`src/rtl/csr_unit_mhpm.sv`:
```
// Machine-mode CSR unit for the RV32 core with a configurable HPM counter bank.
// Define MTVEC_VECTORED_EN to make mtvec[1:0] writable and enable vectored interrupts.
module csr_unit_mhpm #(
  parameter int unsigned NUM_HPM     = 4,
  parameter int unsigned HPM_EVT_W   = 8,
  parameter logic [31:0] RESET_MTVEC = 32'h0000_0000,
  parameter logic [31:0] HART_ID     = 32'd0
) (
  input  logic                 clk_in,
  input  logic                 rst_in,
  input  logic                 wr_en_in,
  input  logic [11:0]          csr_addr_in,
  input  logic [2:0]           csr_op_in,
  input  logic [4:0]           csr_uimm_in,
  input  logic [31:0]          csr_data_in,
  input  logic [31:0]          pc_in,
  input  logic                 eirq_in,
  input  logic                 tirq_in,
  input  logic                 sirq_in,
  input  logic [63:0]          rc_in,
  input  logic                 trap_take_in,
  input  logic                 i_or_e_in,
  input  logic [3:0]           cause_in,
  input  logic                 mret_in,
  input  logic                 instret_inc_in,
  input  logic [HPM_EVT_W-1:0] hpm_evt_in,
  output logic [31:0]          csr_data_out,
  output logic                 illegal_out,
  output logic [31:0]          epc_out,
  output logic [31:0]          trap_address_out,
  output logic                 mie_out,
  output logic                 meie_out,
  output logic                 mtie_out,
  output logic                 msie_out,
  output logic                 meip_out,
  output logic                 mtip_out,
  output logic                 msip_out
);
  localparam int unsigned HPM_N    = (NUM_HPM > 0) ? NUM_HPM : 1;
  localparam logic [31:0] MISA_VAL = 32'h4000_0100;

  localparam logic [11:0] A_MSTATUS  = 12'h300;
  localparam logic [11:0] A_MISA     = 12'h301;
  localparam logic [11:0] A_MIE      = 12'h304;
  localparam logic [11:0] A_MTVEC    = 12'h305;
  localparam logic [11:0] A_MSCRATCH = 12'h340;
  localparam logic [11:0] A_MEPC     = 12'h341;
  localparam logic [11:0] A_MCAUSE   = 12'h342;
  localparam logic [11:0] A_MIP      = 12'h344;
  localparam logic [11:0] A_MHARTID  = 12'hF14;
  localparam logic [11:0] A_TIME     = 12'hC01;
  localparam logic [11:0] A_TIMEH    = 12'hC81;
  localparam logic [11:0] A_MCYCLE   = 12'hB00;
  localparam logic [11:0] A_MCYCLEH  = 12'hB80;
  localparam logic [11:0] A_MINSTR   = 12'hB02;
  localparam logic [11:0] A_MINSTRH  = 12'hB82;

  logic        mstatus_mie, mstatus_mpie;
  logic        meie, mtie, msie, meip, mtip, msip;
  logic [29:0] mtvec_base;
  logic [1:0]  mtvec_mode;
  logic [31:0] mscratch, mcause;
  logic [29:0] mepc;
  logic [63:0] mcycle, minstret;
  logic [63:0] hpm_cnt [HPM_N];
  logic [31:0] hpm_evt [HPM_N];
  logic [HPM_N-1:0] hpm_hit;

  logic [31:0] wd, rdata, nv;
  logic [63:0] cnt_sel;
  logic        legal, read_only, do_write, csr_we;
  logic [4:0]  cidx;
  logic        unused_pc;

  assign unused_pc = ^pc_in[1:0];
  assign cidx      = csr_addr_in[4:0];
  assign wd        = csr_op_in[2] ? {27'b0, csr_uimm_in} : csr_data_in;
  // Set/clear with a zero mask is a pure read and must not trip read-only checks.
  assign do_write  = (csr_op_in[1:0] == 2'b01) | (csr_op_in[1] & (wd != '0));

  always_comb begin
    rdata     = '0;
    cnt_sel   = '0;
    legal     = 1'b1;
    read_only = (csr_addr_in[11:10] == 2'b11) || (csr_addr_in == A_MISA);
    case (csr_addr_in)
      A_MSTATUS:  rdata = {19'b0, 2'b11, 3'b0, mstatus_mpie, 3'b0, mstatus_mie, 3'b0};
      A_MISA:     rdata = MISA_VAL;
      A_MIE:      rdata = {20'b0, meie, 3'b0, mtie, 3'b0, msie, 3'b0};
      A_MIP:      rdata = {20'b0, meip, 3'b0, mtip, 3'b0, msip, 3'b0};
      A_MTVEC:    rdata = {mtvec_base, mtvec_mode};
      A_MSCRATCH: rdata = mscratch;
      A_MEPC:     rdata = {mepc, 2'b00};
      A_MCAUSE:   rdata = mcause;
      A_MHARTID:  rdata = HART_ID;
      A_TIME:     rdata = rc_in[31:0];
      A_TIMEH:    rdata = rc_in[63:32];
      default: begin
        if (csr_addr_in[11:8] == 4'hB && csr_addr_in[6:5] == 2'b00 && cidx != 5'd1) begin
          case (cidx)
            5'd0: cnt_sel = mcycle;
            5'd2: cnt_sel = minstret;
            default: begin
              for (int unsigned i = 0; i < NUM_HPM; i++)
                if ({27'b0, cidx} == i + 32'd3) cnt_sel = hpm_cnt[i];
            end
          endcase
          rdata = csr_addr_in[7] ? cnt_sel[63:32] : cnt_sel[31:0];
        end else if (csr_addr_in[11:5] == 7'b0011_001 && cidx >= 5'd3) begin
          for (int unsigned i = 0; i < NUM_HPM; i++)
            if ({27'b0, cidx} == i + 32'd3) rdata = hpm_evt[i];
        end else begin
          legal = 1'b0;
        end
      end
    endcase
  end

  always_comb begin
    case (csr_op_in[1:0])
      2'b10:   nv = rdata | wd;
      2'b11:   nv = rdata & ~wd;
      default: nv = wd;
    endcase
  end

  always_comb begin
    hpm_hit = '0;
    for (int unsigned i = 0; i < NUM_HPM; i++)
      for (int unsigned j = 0; j < HPM_EVT_W; j++)
        if (hpm_evt[i] == j && hpm_evt_in[j]) hpm_hit[i] = 1'b1;
  end

  assign illegal_out = wr_en_in & (~legal | (read_only & do_write));
  assign csr_we      = wr_en_in & ~illegal_out & do_write & ~trap_take_in & ~mret_in;

  always_ff @(posedge clk_in) begin
    if (rst_in) begin
      mstatus_mie  <= 1'b0;
      mstatus_mpie <= 1'b0;
      {meie, mtie, msie, meip, mtip, msip} <= '0;
      mtvec_base   <= RESET_MTVEC[31:2];
`ifdef MTVEC_VECTORED_EN
      mtvec_mode   <= (RESET_MTVEC[1:0] == 2'b01) ? 2'b01 : 2'b00;
`endif
      mscratch     <= '0;
      mcause       <= '0;
      mepc         <= '0;
      mcycle       <= '0;
      minstret     <= '0;
      for (int unsigned i = 0; i < HPM_N; i++) begin
        hpm_cnt[i] <= '0;
        hpm_evt[i] <= '0;
      end
    end else begin
      meip <= eirq_in;
      mtip <= tirq_in;
      msip <= sirq_in;

      if (trap_take_in) begin
        mepc         <= pc_in[31:2];
        mcause       <= {i_or_e_in, 27'b0, cause_in};
        mstatus_mpie <= mstatus_mie;
        mstatus_mie  <= 1'b0;
      end else if (mret_in) begin
        mstatus_mie  <= mstatus_mpie;
        mstatus_mpie <= 1'b1;
      end else if (csr_we) begin
        case (csr_addr_in)
          A_MSTATUS: begin
            mstatus_mie  <= nv[3];
            mstatus_mpie <= nv[7];
          end
          A_MIE: begin
            meie <= nv[11];
            mtie <= nv[7];
            msie <= nv[3];
          end
          A_MTVEC: begin
            mtvec_base <= nv[31:2];
`ifdef MTVEC_VECTORED_EN
            mtvec_mode <= (nv[1:0] == 2'b01) ? 2'b01 : 2'b00;
`endif
          end
          A_MSCRATCH: mscratch <= nv;
          A_MEPC:     mepc     <= nv[31:2];
          A_MCAUSE:   mcause   <= nv;
          default: ;
        endcase
      end

      // A half-write replaces that half and skips this cycle's increment.
      if (csr_we && csr_addr_in == A_MCYCLE)        mcycle <= {mcycle[63:32], nv};
      else if (csr_we && csr_addr_in == A_MCYCLEH)  mcycle <= {nv, mcycle[31:0]};
      else                                          mcycle <= mcycle + 64'd1;

      if (csr_we && csr_addr_in == A_MINSTR)        minstret <= {minstret[63:32], nv};
      else if (csr_we && csr_addr_in == A_MINSTRH)  minstret <= {nv, minstret[31:0]};
      else if (instret_inc_in)                      minstret <= minstret + 64'd1;

      for (int unsigned i = 0; i < NUM_HPM; i++) begin
        if (csr_we && csr_addr_in == 12'(32'hB03 + i))
          hpm_cnt[i] <= {hpm_cnt[i][63:32], nv};
        else if (csr_we && csr_addr_in == 12'(32'hB83 + i))
          hpm_cnt[i] <= {nv, hpm_cnt[i][31:0]};
        else if (hpm_hit[i])
          hpm_cnt[i] <= hpm_cnt[i] + 64'd1;
        if (csr_we && csr_addr_in == 12'(32'h323 + i))
          hpm_evt[i] <= nv;
      end
    end
  end

`ifndef MTVEC_VECTORED_EN
  assign mtvec_mode = 2'b00;
`endif

`ifdef MTVEC_VECTORED_EN
  assign trap_address_out = (mtvec_mode == 2'b01 && i_or_e_in)
                          ? {mtvec_base, 2'b00} + {26'b0, cause_in, 2'b00}
                          : {mtvec_base, 2'b00};
`else
  assign trap_address_out = {mtvec_base, 2'b00};
`endif

  assign csr_data_out = rdata;
  assign epc_out      = {mepc, 2'b00};
  assign mie_out      = mstatus_mie;
  assign meie_out     = meie;
  assign mtie_out     = mtie;
  assign msie_out     = msie;
  assign meip_out     = meip;
  assign mtip_out     = mtip;
  assign msip_out     = msip;
endmodule

```
`config.mk`:
```
export PLATFORM = sky130hd
export DESIGN_NAME = csr_unit_mhpm
export DESIGN_NICKNAME = d
export VERILOG_FILES = /design/src/rtl/csr_unit_mhpm.sv
export SDC_FILE = /design/constraint.sdc
export NUM_CORES = 2
export LEC_CHECK = 0
export CAP_MARGIN = 10
export CORE_UTILIZATION = 45
export DETAILED_ROUTE_END_ITERATION = 6
export SYNTH_ARGS = -nofsm -noshare
export SYNTH_HDL_FRONTEND = slang
export SYNTH_SLANG_ARGS = --single-unit
export TNS_END_PERCENT = 30
```
`constraint.sdc`:
```
create_clock -name clk_in -period 17.07 [get_ports clk_in]
set_input_delay 3.414 -clock clk_in [delete_from_list [all_inputs] [get_ports clk_in]]
set_output_delay 3.414 -clock clk_in [all_outputs]
set_load 0.02 [all_outputs]
```
Word-level counts from Yosys, hierarchy flattened
Memories as Yosys holds them, arrays and structs flattened.
Cells that the tools add are included.
{"block": "totals", "register_bits": 260, "latch_bits": 0, "ramBits": 384, "romBits": 0, "input_bits": 170, "memories": 2}
{"memory": "hpm_cnt", "words": 4, "width": 64, "read_ports": 4, "rd_ports_with_merged_regs": 0, "write_ports": 4, "line": "65", "rtl": "logic [63:0] hpm_cnt [HPM_N];"}
{"memory": "hpm_evt", "words": 4, "width": 32, "read_ports": 4, "rd_ports_with_merged_regs": 0, "write_ports": 4, "line": "66", "rtl": "logic [31:0] hpm_evt [HPM_N];"}
{"block": "op_classes", "addsub": 6, "n_mul": 0, "div": 0, "magnitude_cmp": 1, "eq_ne": 70, "n_shift": 0, "muxes": 148, "bitwise": 33, "reduce_logical": 80}
{"op": "64-bit 2-to-1 mux", "count": 19}
{"op": "32-bit 2-to-1 mux", "count": 18}
{"op": "32-bit by 3-bit equality test with 1-bit output (second input constant)", "count": 16}
{"op": "64-bit by 1-bit adder with 64-bit output (second input constant)", "count": 6}
{"op": "32-bit case mux with 11 select lines", "count": 1}
{"op": "32-bit by 2-bit equality test with 1-bit output (second input constant)", "count": 8}
{"op": "12-bit equality test (second input constant)", "count": 15}
{"op": "12-bit by 10-bit equality test with 1-bit output (second input constant)", "count": 12}
{"op": "32-bit by 1-bit equality test with 1-bit output (second input constant)", "count": 4}
{"op": "32-bit logical NOT", "count": 4}
{"op": "64-bit case mux with 2 select lines", "count": 1}
{"op": "30-bit 2-to-1 mux", "count": 4}
{"op": "1-bit 2-to-1 mux", "count": 104}
{"op": "32-bit case mux with 2 select lines", "count": 1}
{"op": "1-bit logical AND", "count": 51}
{"op": "32-bit bitwise AND", "count": 1}
{"op": "32-bit inverter", "count": 1}
{"op": "32-bit bitwise OR", "count": 1}
{"op": "32-bit nonzero test", "count": 1}
{"op": "1-bit bitwise OR", "count": 18}
{"op": "5-bit by 3-bit equality test with 1-bit output (second input constant)", "count": 3}
{"op": "2-bit nonzero test", "count": 7}
{"op": "4-bit AND reduction", "count": 3}
{"op": "11-bit OR reduction", "count": 1}
{"op": "other kinds (17)", "count": 38}

Longest topological paths before layout
{"block": "depth", "word_depth": 20, "mapped_depth": 14}

Worst setup path after synthesis
Ideal clock, no wire load.
{"block": "synth_timing", "path_kind": "input to register", "start": "in csr_addr_in[11]", "end": "mem hpm_cnt[0][0] (enable)", "setup_time_ns": 0.533, "t_arrival_ns": 8.819, "setup_slack_ns": 7.718, "stages": 7, "cell_sequence": "a211o_1 or3b_4 and3b_1 nor2_1 or3_1 buf_4 o311ai_0"}
{"element": "from (decl)", "line": "12", "rtl": "input logic [11:0] csr_addr_in,"}
{"element": "to (decl)", "line": "65"}

Worst setup path in the final report
{"block": "layout_timing", "start": "in csr_addr_in[2]", "end": "out csr_data_out[5]"}
{"block": "layout_between", "elab_chain_len": 9}
{"element": "5-bit by 2-bit equality test with 1-bit output", "line": "105, 111"}
{"element": "64-bit 2-to-1 mux (4 in a row)", "line": "105", "rtl": "if ({27'b0, cidx} == i + 32'd3) cnt_sel = hpm_cnt[i];"}
{"element": "64-bit case mux with 2 select lines", "line": "100", "rtl": "case (cidx)"}
{"element": "32-bit 2-to-1 mux", "line": "108", "rtl": "rdata = csr_addr_in[7] ? cnt_sel[63:32] : cnt_sel[31:0];"}
{"element": "32-bit 2-to-1 mux", "line": "99", "rtl": "if (csr_addr_in[11:8] == 4'hB && csr_addr_in[6:5] == 2'b00 && cidx != 5'd1) begin"}
{"element": "32-bit case mux with 11 select lines *", "line": "86", "rtl": "case (csr_addr_in)"}
{"element": "to (decl)", "line": "27", "rtl": "output logic [31:0] csr_data_out,"}
Every way passes the cells marked *; elsewhere a longest branch is shown, timed or not.

==> impl_metrics.env <==
export IMPL_postLayoutCoreUtil_pct=53.1
export IMPL_die_area_um2=86600
export IMPL_max_vdd_ir_drop_mv=0.0726
export IMPL_finalWorstPathRequiredPeriod_ps=12290
export IMPL_violations_in_the_final_reports="DRC, slew limit"
export IMPL_fmax_mhz=81.4
export IMPL_crit_path_end="csr_data_out[5]"
export IMPL_area_delta_synth_final_pct=16.1
export IMPL_sequential_to_total_area_share_from_yosys_stat_pct=43.5
export IMPL_report_final_setup_viol=0
export IMPL_final_net_count=4496
export IMPL_multi_input_comb_area_um2=20300
export IMPL_yosys_area_share_adder_pct=0.195
export IMPL_start_util_pct=45.7
export IMPL_layout_filler_cells=7953
export IMPL_p_leak_uw=0.0137
export IMPL_run_status="complete, but fails checks"
export IMPL_detail_route_wl_per_cell_um=35.4
export IMPL_insertion_delay_ps=660
export IMPL_first_global_vias=36200
export IMPL_cts_root_buffer_cell="sky130_fd_sc_hd__clkbuf_16"
export IMPL_synth_seq_cells=644
export IMPL_syn_area_um2=38500
export IMPL_finalHoldViolations=0
export IMPL_cts_buffer_depth=3
export IMPL_power_density_nw_per_um2=84.3
export IMPL_drt_first_pass_iters=7
export IMPL_clkTransAtPathRegs_ps=60
export IMPL_yosys_cell_types_count=100
export IMPL_synth_xor_area_share_pct=7.65
export IMPL_rr_startpoint="hpm_cnt[1][9]"
export IMPL_global_route_usage_total_pct=44.1
export IMPL_min_path_type="reg -> reg"
export IMPL_post_cts_resized_instances=0
export IMPL_critical_path_startpoint_type="input pin"
export IMPL_die_height_um=294
export IMPL_worst_ep_required_time_ps=13660
export IMPL_dp_hpwl_um=137000
export IMPL_end_kind="output port"
export IMPL_critical_path_arrival_ps=8880
export IMPL_timing_reg2reg_worst_path_depth=6
export IMPL_main_combinational_cell_family_by_area_after_synthesis="compound AO/OA/AOI/OAI gates"
export IMPL_critical_path_peak_fanout=40
export IMPL_final_common_cell="sky130_fd_sc_hd__nor2_1"
export IMPL_final_max_slew_viol_count=11
export IMPL_core_area_um2=84100
export IMPL_rows=106
export IMPL_drt_wl_total_um=195000
export IMPL_cap_violations=0
export IMPL_totalNegativeSetupSlack_ps=0
export IMPL_ant_nets=0
export IMPL_remaining_drc_errors=3
export IMPL_total_via_count_in_the_routed_design=39300
export IMPL_netlist_instances=4209
export IMPL_cts_hold_buf=0
export IMPL_synthesis_yosys_warnings=0
export IMPL_fin_worst_skew_ps=29.3
export IMPL_tritoncts_num_sinks=644
export IMPL_design_portCount=274
export IMPL_cts_inserted_buffers=76
export IMPL_yosysTopAreaCellShare_pct=30.0
export IMPL_grt_overflow_total=0
export IMPL_synth_simple_gate_area_share_pct=20.2
export IMPL_tritoncts="built"
export IMPL_synth_edff_count=384
export IMPL_worst_setup_path_type="in -> out"
export IMPL_synth_avg_cell_area_um2=9.14
export IMPL_antenna_violations_before_repair=12
export IMPL_compound_cell_area_share_of_the_yosys_netlist_pct=22.1
export IMPL_proportion_of_synthesized_area_in_mux_cells_pct=1.45
export IMPL_most_frequent_cells_in_the_layout="sky130_fd_sc_hd__nor2_1 (400), sky130_fd_sc_hd__edfxtp_1 (384), sky130_fd_sc_hd__o22ai_1 (318), sky130_fd_sc_hd__clkdlybuf4s50_1 (262), sky130_fd_sc_hd__nand2_1 (261)"
export IMPL_h_tree_depth=3
export IMPL_post_detailed_placement_cell_area_um2=42300
export IMPL_synthArstFlopShare_pct=0
export IMPL_grt_pass1_wl_um=271000
export IMPL_area_sequential_um2=16700
export IMPL_max_slew_worst_pin_slew_ps=1500
export IMPL_crit_path_launch="csr_addr_in[2]"
export IMPL_rsz0062_at_grt="false"
export IMPL_fin_crit_sh_pct=72.0
export IMPL_netlist_top_cell_by_area="sky130_fd_sc_hd__edfxtp_1"
export IMPL_die_width_um=294
export IMPL_timing_slew_headroom_pct=-0.176
export IMPL_grt_max_degree=67
export IMPL_port_buffer_count=267
export IMPL_layout_cell_area_excl_fill_um2=44600
export IMPL_synth_top_cells_by_area="sky130_fd_sc_hd__edfxtp_1 (30%), sky130_fd_sc_hd__dfxtp_1 (14%), sky130_fd_sc_hd__o22ai_1 (5.2%), sky130_fd_sc_hd__xor2_1 (4.4%), sky130_fd_sc_hd__nor2_1 (4.0%)"
export IMPL_postCtsSetupRepairBufs=0
export IMPL_r2r_end="hpm_cnt[1][9]"
export IMPL_rrSetupSlack_ps=12570
export IMPL_routed_via_density=7.11
export IMPL_synth_top_flop_cell="sky130_fd_sc_hd__edfxtp_1"
export IMPL_gp_congestion=1.04
export IMPL_report_power_total_uw=3760
export IMPL_drt_iter0_markers=5998
export IMPL_drive_above_1_share_pct=8.36
## worst max-delay path, cell delays in order
cell                              delay (ps)
sky130_fd_sc_hd__buf_2                   100
sky130_fd_sc_hd__buf_4                   230
sky130_fd_sc_hd__buf_4                   320
sky130_fd_sc_hd__or3_1                   790
sky130_fd_sc_hd__nor2_4                  780
sky130_fd_sc_hd__buf_4                   620
sky130_fd_sc_hd__a221oi_1                350
sky130_fd_sc_hd__o311ai_0                820
sky130_fd_sc_hd__nand3_1                 480
sky130_fd_sc_hd__nand2_1                 250
sky130_fd_sc_hd__clkdlybuf4s50_1         640
## registers in the layout (all words and copies together), names as in the netlist, 30 cells and up
name / flops
hpm_cnt: 256
hpm_evt: 128
mcycle: 64
minstret: 64
mcause: 32
mscratch: 32
mepc: 30
mtvec_base: 30
## logic make-up after synthesis
group / Yosys count
AOI/OAI and AO/OA: 1238
xor gates and xnor gates: 336
adders and majority gates: 6
buffers and inverters: 418
DFF: 644
muxes: 45
other: 1
and+or+nand+nor: 1521
## where the power goes
group	switching, µW	internal [µW]	total, µW
clock	723	888	1610
combinational	271	121	392
sequential	63.0	1700	1760
total	1060	2700	3760
## cell type report
type | count | area share [%]
Antenna cell | 11 | 0.0617
Tap cell | 1134 | 3.18
Clock inverter | 32 | 0.622
Timing Repair Buffer | 399 | 8.16
Inverter | 49 | 0.412
Multi-Input combinational cell | 3150 | 45.4
Sequential cell | 644 | 37.5
Clock buffer | 103 | 4.64
## per-layer routing
metal / part of all wire (%) / GRT usage (%) / wire (µm)
met1: 36 / 54.5 / 69700
met2: 42 / 64.8 / 82500
met3: 12 / 11.1 / 24400
met4: 9.6 / 36.2 / 18900
met5: 0 / 0 / 0
## cells in the mapped netlist (all sizes together), types with 86 or more instances
master	instances
nor2	411
edfxtp	384
o22ai	318
nand2	263
dfxtp	260
nand3	236
buf	205
xor2	192
a21oi	173
clkbuf	164
o21ai	157
nand4	146
xnor2	144
a22oi	139
and3	90
nor3	86
## worst min path at each step
stage	endpoint	startpoint	cells past startpoint
floorplan	mcause[30]	mcause[30]	2
global placement	mcause[30]	mcause[30]	2
detailed placement	mcause[30]	mcause[30]	2
CTS	mcause[30]	mcause[30]	2
global route	mcause[30]	mcause[30]	2
finish	mcause[30]	mcause[30]	2
## through the flow
stage	instances	hold slack [ps]	setup WS, ps
global placement	5376	453	5170
global route	5512	498	4920
CTS	5511	475	5170
finish	5522	477	4780
detailed placement	5376	467	5180
floorplan	4212	446	7720
Power figures use the tool's default switching activity.
